**src/rtl/stickman_motion.sv**
```systemverilog
// stickman_motion
// Vertical motion and collision controller for the stickman. On each frame
// tick it samples the terrain height under the stickman's column and the
// latched jump request. It then advances an IDLE/RUN/AIR/DEAD state machine
// with gravity. All outputs come straight from registers.

module stickman_motion #(
  parameter logic [9:0] Ground_Init = 10'd360,
  parameter logic [9:0] Pit_Y       = 10'd479,
  parameter logic [9:0] Top_Y       = 10'd40,
  parameter logic [7:0] Jump_V      = 8'd12,
  parameter logic [7:0] Gravity     = 8'd1,
  parameter logic [7:0] V_Max       = 8'd15,
  parameter logic [9:0] Step_Max    = 10'd4
) (
  input  logic       Clk,
  input  logic       Reset,
  input  logic       frame_clk,
  input  logic       playing,
  input  logic       jump,
  input  logic [9:0] GroundY,
  output logic [9:0] StickmanY,
  output logic       on_ground,
  output logic       game_over
);

  typedef enum logic [1:0] {
    ST_IDLE = 2'd0,
    ST_RUN  = 2'd1,
    ST_AIR  = 2'd2,
    ST_DEAD = 2'd3
  } state_t;

  // Frame strobe and jump edge capture
  logic fc_q;
  logic tick_q;
  logic jump_q;
  logic jump_req_q;

  // Motion state
  state_t            state_q;
  logic        [9:0] y_q;
  logic signed [7:0] vy_q;
  logic              on_ground_q;
  logic              game_over_q;

  // Airborne candidate values, computed from the current registers
  logic signed [8:0]  vy_sum;
  logic signed [7:0]  vy_next_d;
  logic signed [10:0] y_sum;
  logic        [9:0]  y_next_d;
  logic               top_hit;
  logic               ground_solid;
  logic               air_wall;
  logic               air_land;
  logic               run_fall;
  logic               run_wall;

  // Frame tick is a one-Clk pulse on the rising edge of frame_clk. A jump
  // press is remembered until the next tick consumes it. A press that lands
  // in the tick cycle itself survives into the following frame.
  always_ff @(posedge Clk or posedge Reset) begin
    if (Reset) begin
      fc_q       <= 1'b0;
      tick_q     <= 1'b0;
      jump_q     <= 1'b0;
      jump_req_q <= 1'b0;
    end else begin
      fc_q   <= frame_clk;
      tick_q <= frame_clk & ~fc_q;
      jump_q <= jump;
      if (jump && !jump_q) begin
        jump_req_q <= 1'b1;
      end else if (tick_q) begin
        jump_req_q <= 1'b0;
      end else begin
        jump_req_q <= jump_req_q;
      end
    end
  end

  // Gravity step, position step with screen clamp, and collision decisions
  always_comb begin
    vy_sum       = 9'sd0;
    vy_next_d    = 8'sd0;
    y_sum        = 11'sd0;
    y_next_d     = 10'd0;
    top_hit      = 1'b0;
    ground_solid = 1'b0;
    air_wall     = 1'b0;
    air_land     = 1'b0;
    run_fall     = 1'b0;
    run_wall     = 1'b0;

    // Velocity saturates downward at V_Max.
    vy_sum = $signed({vy_q[7], vy_q}) + $signed({Gravity[7], Gravity});
    if (vy_sum > $signed({V_Max[7], V_Max})) begin
      vy_next_d = $signed(V_Max);
    end else begin
      vy_next_d = vy_sum[7:0];
    end

    // Signed 11-bit add so an upward move near the top cannot wrap.
    y_sum = $signed({1'b0, y_q}) + $signed({{3{vy_next_d[7]}}, vy_next_d});
    if (y_sum < $signed({1'b0, Top_Y})) begin
      y_next_d = Top_Y;
      top_hit  = 1'b1;
    end else if (y_sum > $signed({1'b0, Pit_Y})) begin
      y_next_d = Pit_Y;
    end else begin
      y_next_d = y_sum[9:0];
    end

    // A pit column offers nothing to land on or run into.
    ground_solid = (GroundY < Pit_Y);
    air_wall     = ({1'b0, y_q} > ({1'b0, GroundY} + {1'b0, Step_Max})) && ground_solid;
    air_land     = !vy_next_d[7] && (y_next_d >= GroundY) && ground_solid;

    // The wall test only matters once run_fall is false (GroundY <= y_q),
    // so the subtraction cannot underflow when it is used.
    run_fall = (GroundY >= Pit_Y) || (GroundY > y_q);
    run_wall = ((y_q - GroundY) > Step_Max);
  end

  // Run/jump/fall state machine with its registered outputs
  always_ff @(posedge Clk or posedge Reset) begin
    if (Reset) begin
      state_q     <= ST_IDLE;
      y_q         <= Ground_Init;
      vy_q        <= 8'sd0;
      on_ground_q <= 1'b0;
      game_over_q <= 1'b0;
    end else if (!playing) begin
      // Leaving play resets the stickman on every clock, not just on ticks.
      state_q     <= ST_IDLE;
      y_q         <= Ground_Init;
      vy_q        <= 8'sd0;
      on_ground_q <= 1'b0;
      game_over_q <= 1'b0;
    end else if (tick_q) begin
      case (state_q)
        ST_IDLE: begin
          state_q     <= ST_RUN;
          on_ground_q <= 1'b1;
          game_over_q <= 1'b0;
        end
        ST_RUN: begin
          if (jump_req_q) begin
            state_q     <= ST_AIR;
            vy_q        <= $signed(8'd0 - Jump_V);
            on_ground_q <= 1'b0;
          end else if (run_fall) begin
            // Walked off an edge: start falling from rest.
            state_q     <= ST_AIR;
            vy_q        <= 8'sd0;
            on_ground_q <= 1'b0;
          end else if (run_wall) begin
            state_q     <= ST_DEAD;
            on_ground_q <= 1'b0;
            game_over_q <= 1'b1;
          end else begin
            // Small upward steps are walked over by snapping to them.
            y_q <= GroundY;
          end
        end
        ST_AIR: begin
          if (air_wall) begin
            state_q     <= ST_DEAD;
            game_over_q <= 1'b1;
          end else if (air_land) begin
            state_q     <= ST_RUN;
            y_q         <= GroundY;
            vy_q        <= 8'sd0;
            on_ground_q <= 1'b1;
          end else if (y_next_d == Pit_Y) begin
            state_q     <= ST_DEAD;
            y_q         <= Pit_Y;
            game_over_q <= 1'b1;
          end else begin
            y_q <= y_next_d;
            if (top_hit) begin
              vy_q <= 8'sd0;
            end else begin
              vy_q <= vy_next_d;
            end
          end
        end
        ST_DEAD: begin
          // Frozen until play stops or reset.
          state_q <= ST_DEAD;
        end
        default: begin
          state_q     <= ST_IDLE;
          y_q         <= Ground_Init;
          vy_q        <= 8'sd0;
          on_ground_q <= 1'b0;
          game_over_q <= 1'b0;
        end
      endcase
    end else begin
      state_q <= state_q;
    end
  end

  assign StickmanY = y_q;
  assign on_ground = on_ground_q;
  assign game_over = game_over_q;

endmodule

```
**config.mk**
```make
export PLATFORM = sky130hd
export DESIGN_NAME = stickman_motion
export DESIGN_NICKNAME = d
export VERILOG_FILES = /design/src/rtl/stickman_motion.sv
export SDC_FILE = /design/constraint.sdc
export NUM_CORES = 1
export LEC_CHECK = 0
export ABC_AREA = 0
export BUFFER_PORTS_ARGS = -buffer_cell sky130_fd_sc_hd__buf_2
export CORE_MARGIN = 2
export CORE_UTILIZATION = 58
export DETAILED_ROUTE_END_ITERATION = 8
export PLACE_DENSITY = 0.78
export SETUP_SLACK_MARGIN = 0.2
export SYNTH_ARGS = -nofsm -noshare
export SYNTH_HDL_FRONTEND = slang
export SYNTH_SLANG_ARGS = --single-unit
```
**constraint.sdc**
```tcl
create_clock -name Clk -period 17.3 [get_ports Clk]
set_clock_uncertainty 0.05 [all_clocks]
set_input_delay 3.46 -clock Clk [delete_from_list [all_inputs] [get_ports Clk]]
set_output_delay 3.46 -clock Clk [all_outputs]
set_load 0.02 [all_outputs]
```
==> flow_summary.toml <==
[sta]
final_report_hold_violation_count = 0
finalMaxSlewViolations = 0
tns_ns = 0
tmin_final_ns = 7.57
post-route-period-util = 0.437
setup-violations-final = 0
timing.max_slew.rel_slack = 0.262
rsz0062_at_grt = "no"
max_slew.worst_pin.slew_ns = 1.10
timing.fmax_mhz = 132

[route]
routed_via_density = 6.53
detailedRoute.firstPassIterationCount = 8
drc = 0
drt-total-wl_mm = 8.90
ant_nets = 0
wl_per_cell_microns = 17.4
drt-initial-drc-count = 246
vias = 3338

[cts]
post_cts_resize_count = 0
clock_tree.buffer_depth = 2
clk_root_buffer_cell = "sky130_fd_sc_hd__clkbuf_8"
tritoncts = "done"
clock_sink_count = 26
postCtsSetupBuffers = 0
clk_pin_slew_worst_paths_ns = 0.09
htreeDepth = 1
cts_buffers = 3
ctsHoldBuffers = 0
insertion_delay_ns = 0.27

[global_route]
met1_usage = 0.422
grt_antenna_before_repair = 0
gr-usage-met2 = 0.453
first_global_vias = 3004
globalRouteTotalUtil = 0.286
grt_first_pass_wirelength_mm = 14.6
globalRoute.busiestLayer = "met2"
grt_max_degree = 27
met3_global_route_usage = 0.0247
grt-ovfl-total = 0

[cells_and_area]
layout.filler_cells = 480
final_net_count = 501
fin_cells = 511
fraction_of_final_layout_cells_sized_beyond_drive_strength_1 = 0.114
non_filler_cell_area_final_sq_mm = 0.00358
antenna-diode-count = 0
synthToLayoutAreaGrowth_pct = 6.60

[worst_setup_path]
cp-start-kind = "flip-flop"
worstPathArrival_ns = 7.69
worst-path-buf-inv = 2
largest_delay_share_family_worst_path = "compound AO/OA/AOI/OAI gates"
cpMaxStageDelayCell = "sky130_fd_sc_hd__dfrtp_1"
cp.required_ns = 17.42
endpoint_kind = "flip-flop"
cpPeakStageDelay_ns = 0.49
timing_worst_setup_path_type = "reg2reg"
path_max_fanout = 12

[synthesis]
synth.top_cell.area_share = 0.164
synth.cell_area_sq_mm = 0.00335
synth_most_common_cell = "sky130_fd_sc_hd__ha_1"
ys_warn_count = 0
synth_sequential_area_ratio = 0.195
primary_flip_flop_cell_chosen_by_synthesis_mapping = "sky130_fd_sc_hd__dfrtp_1"
synth_cells = 422
post_synth.cell_area_avg_sq_um = 7.95
synth.net_count = 483
synth-edff-count = 0
ys_seq_elements = 26
synth.largest_area_cell = "sky130_fd_sc_hd__dfrtp_1"
synth.cells.most_frequent = "sky130_fd_sc_hd__ha_1 (44), sky130_fd_sc_hd__nor2_1 (34), sky130_fd_sc_hd__o21ai_0 (34), sky130_fd_sc_hd__inv_1 (32)"
post_synth_main_area_contributors = "sky130_fd_sc_hd__dfrtp_1 (16%), sky130_fd_sc_hd__ha_1 (16%), sky130_fd_sc_hd__o21ai_0 (5.1%)"
synth.distinct_cells = 73
synth_async_sr_flop_share = 1.00

[outcome]
status = "complete, no violations"

[flow_run]
max_cap_violations = 0

[power]
ir_worst_vdd_uv = 62.7
power_density_mw_per_mm2 = 83.8
leakagePower_nw = 1.59
post_layout_total_power_mw = 0.300

[worst_hold_path]
timing.hold.worst.class = "reg2reg"

[floorplan]
die_y_microns = 80.1
core_sq_mm = 0.00554
boundaryPins = 27
std_cell_rows = 27
dieWidth_microns = 80.1
fp.dieArea_sq_mm = 0.00641
effective_utilization_at_floorplan = 0.605

[placement]
hpwlAfterDp_mm = 7.05
place_inst = 507
routability_congestion_estimate = 0.908
buffer_ports.inserted = 26
placed_cell_area_sq_mm = 0.00350
-- path summary, 6_finish.rpt --
check	depth (start not counted)	slack [ns]	to	startpoint
worst max-delay path	30	9.73	vy_q[7]	vy_q[0]
worst max register to register	30	9.73	vy_q[7]	vy_q[0]
min in group asynchronous	2	3.36	game_over	Reset
worst min-delay path	1	0.36	tick_q	fc_q
worst min register to register	1	0.36	tick_q	fc_q
max in group asynchronous	2	13.24	vy_q[0]	Reset
-- routing by layer --
layer | up-vias | part of all wire
li1 | 1605 | -
met1 | 1579 | 0.47
met2 | 140 | 0.45
met3 | 14 | 0.061
met4 | 0 | 0.015
met5 | - | 0
-- sequential cells by signal (all words and copies together) (netlist names) --
signal,count
state_q,2
jump_q,1
jump_req_q,1
tick_q,1
on_ground,1
StickmanY,10
fc_q,1
game_over,1
vy_q,8
-- per-stage QoR --
stage                      util  worst slack (ns)  hold WS, ns
final                     0.645              9.73        0.360
after global routing      0.645              9.22        0.377
after CTS                 0.645              9.83        0.364
after detailed placement  0.633              9.58        0.351
after global placement    0.633              9.65        0.341
after floorplan               -             10.73        0.328
-- cells in the final DEF (no fill, tap or decap), drive strengths merged, types with 5 or more instances in the layout --
cell,instances
a21oi,27
a31oi,7
buf,26
dfrtp,22
ha,44
inv,32
mux2,7
nand2,27
nand2b,6
nand3,20
nand4,5
nor2,34
nor3,12
o21a,7
o21ai,37
o22ai,5
o31ai,6
xnor2,12
xor2,7
-- report_power, final --
part | total (mW) | internal, mW | switching (mW) | leakage (nW)
logic | 0.170 | 0.0677 | 0.103 | 1.23
registers | 0.0787 | 0.0666 | 0.0122 | 0.328
clock network | 0.0507 | 0.0310 | 0.0198 | 0.0357
total | 0.300 | 0.165 | 0.135 | 1.59
-- cell type report --
class	instances	area, sq um	area share
clock buffers	3	41.3	0.0115
clock inverters	1	30.0	0.00840
inverters	32	120	0.0336
multi-input cells	351	2510	0.702
flip-flops and latches	26	656	0.183
well taps	72	90.1	0.0252
repair buffers	26	130	0.0364
-- cell families after synthesis --
kind of cell             after synthesis  synth area share
flip-flops                            26             0.195
multiplexers                           9            0.0295
AND/OR/NAND/NOR                      134             0.202
other                                  1           0.00112
AO/OA/AOI/OAI                        138             0.276
XOR/XNOR                              19            0.0496
adder cells (fa/ha/maj)               50             0.189
buffers and inverters                 45            0.0567
Note: power is estimated with default switching activity, not from simulation.
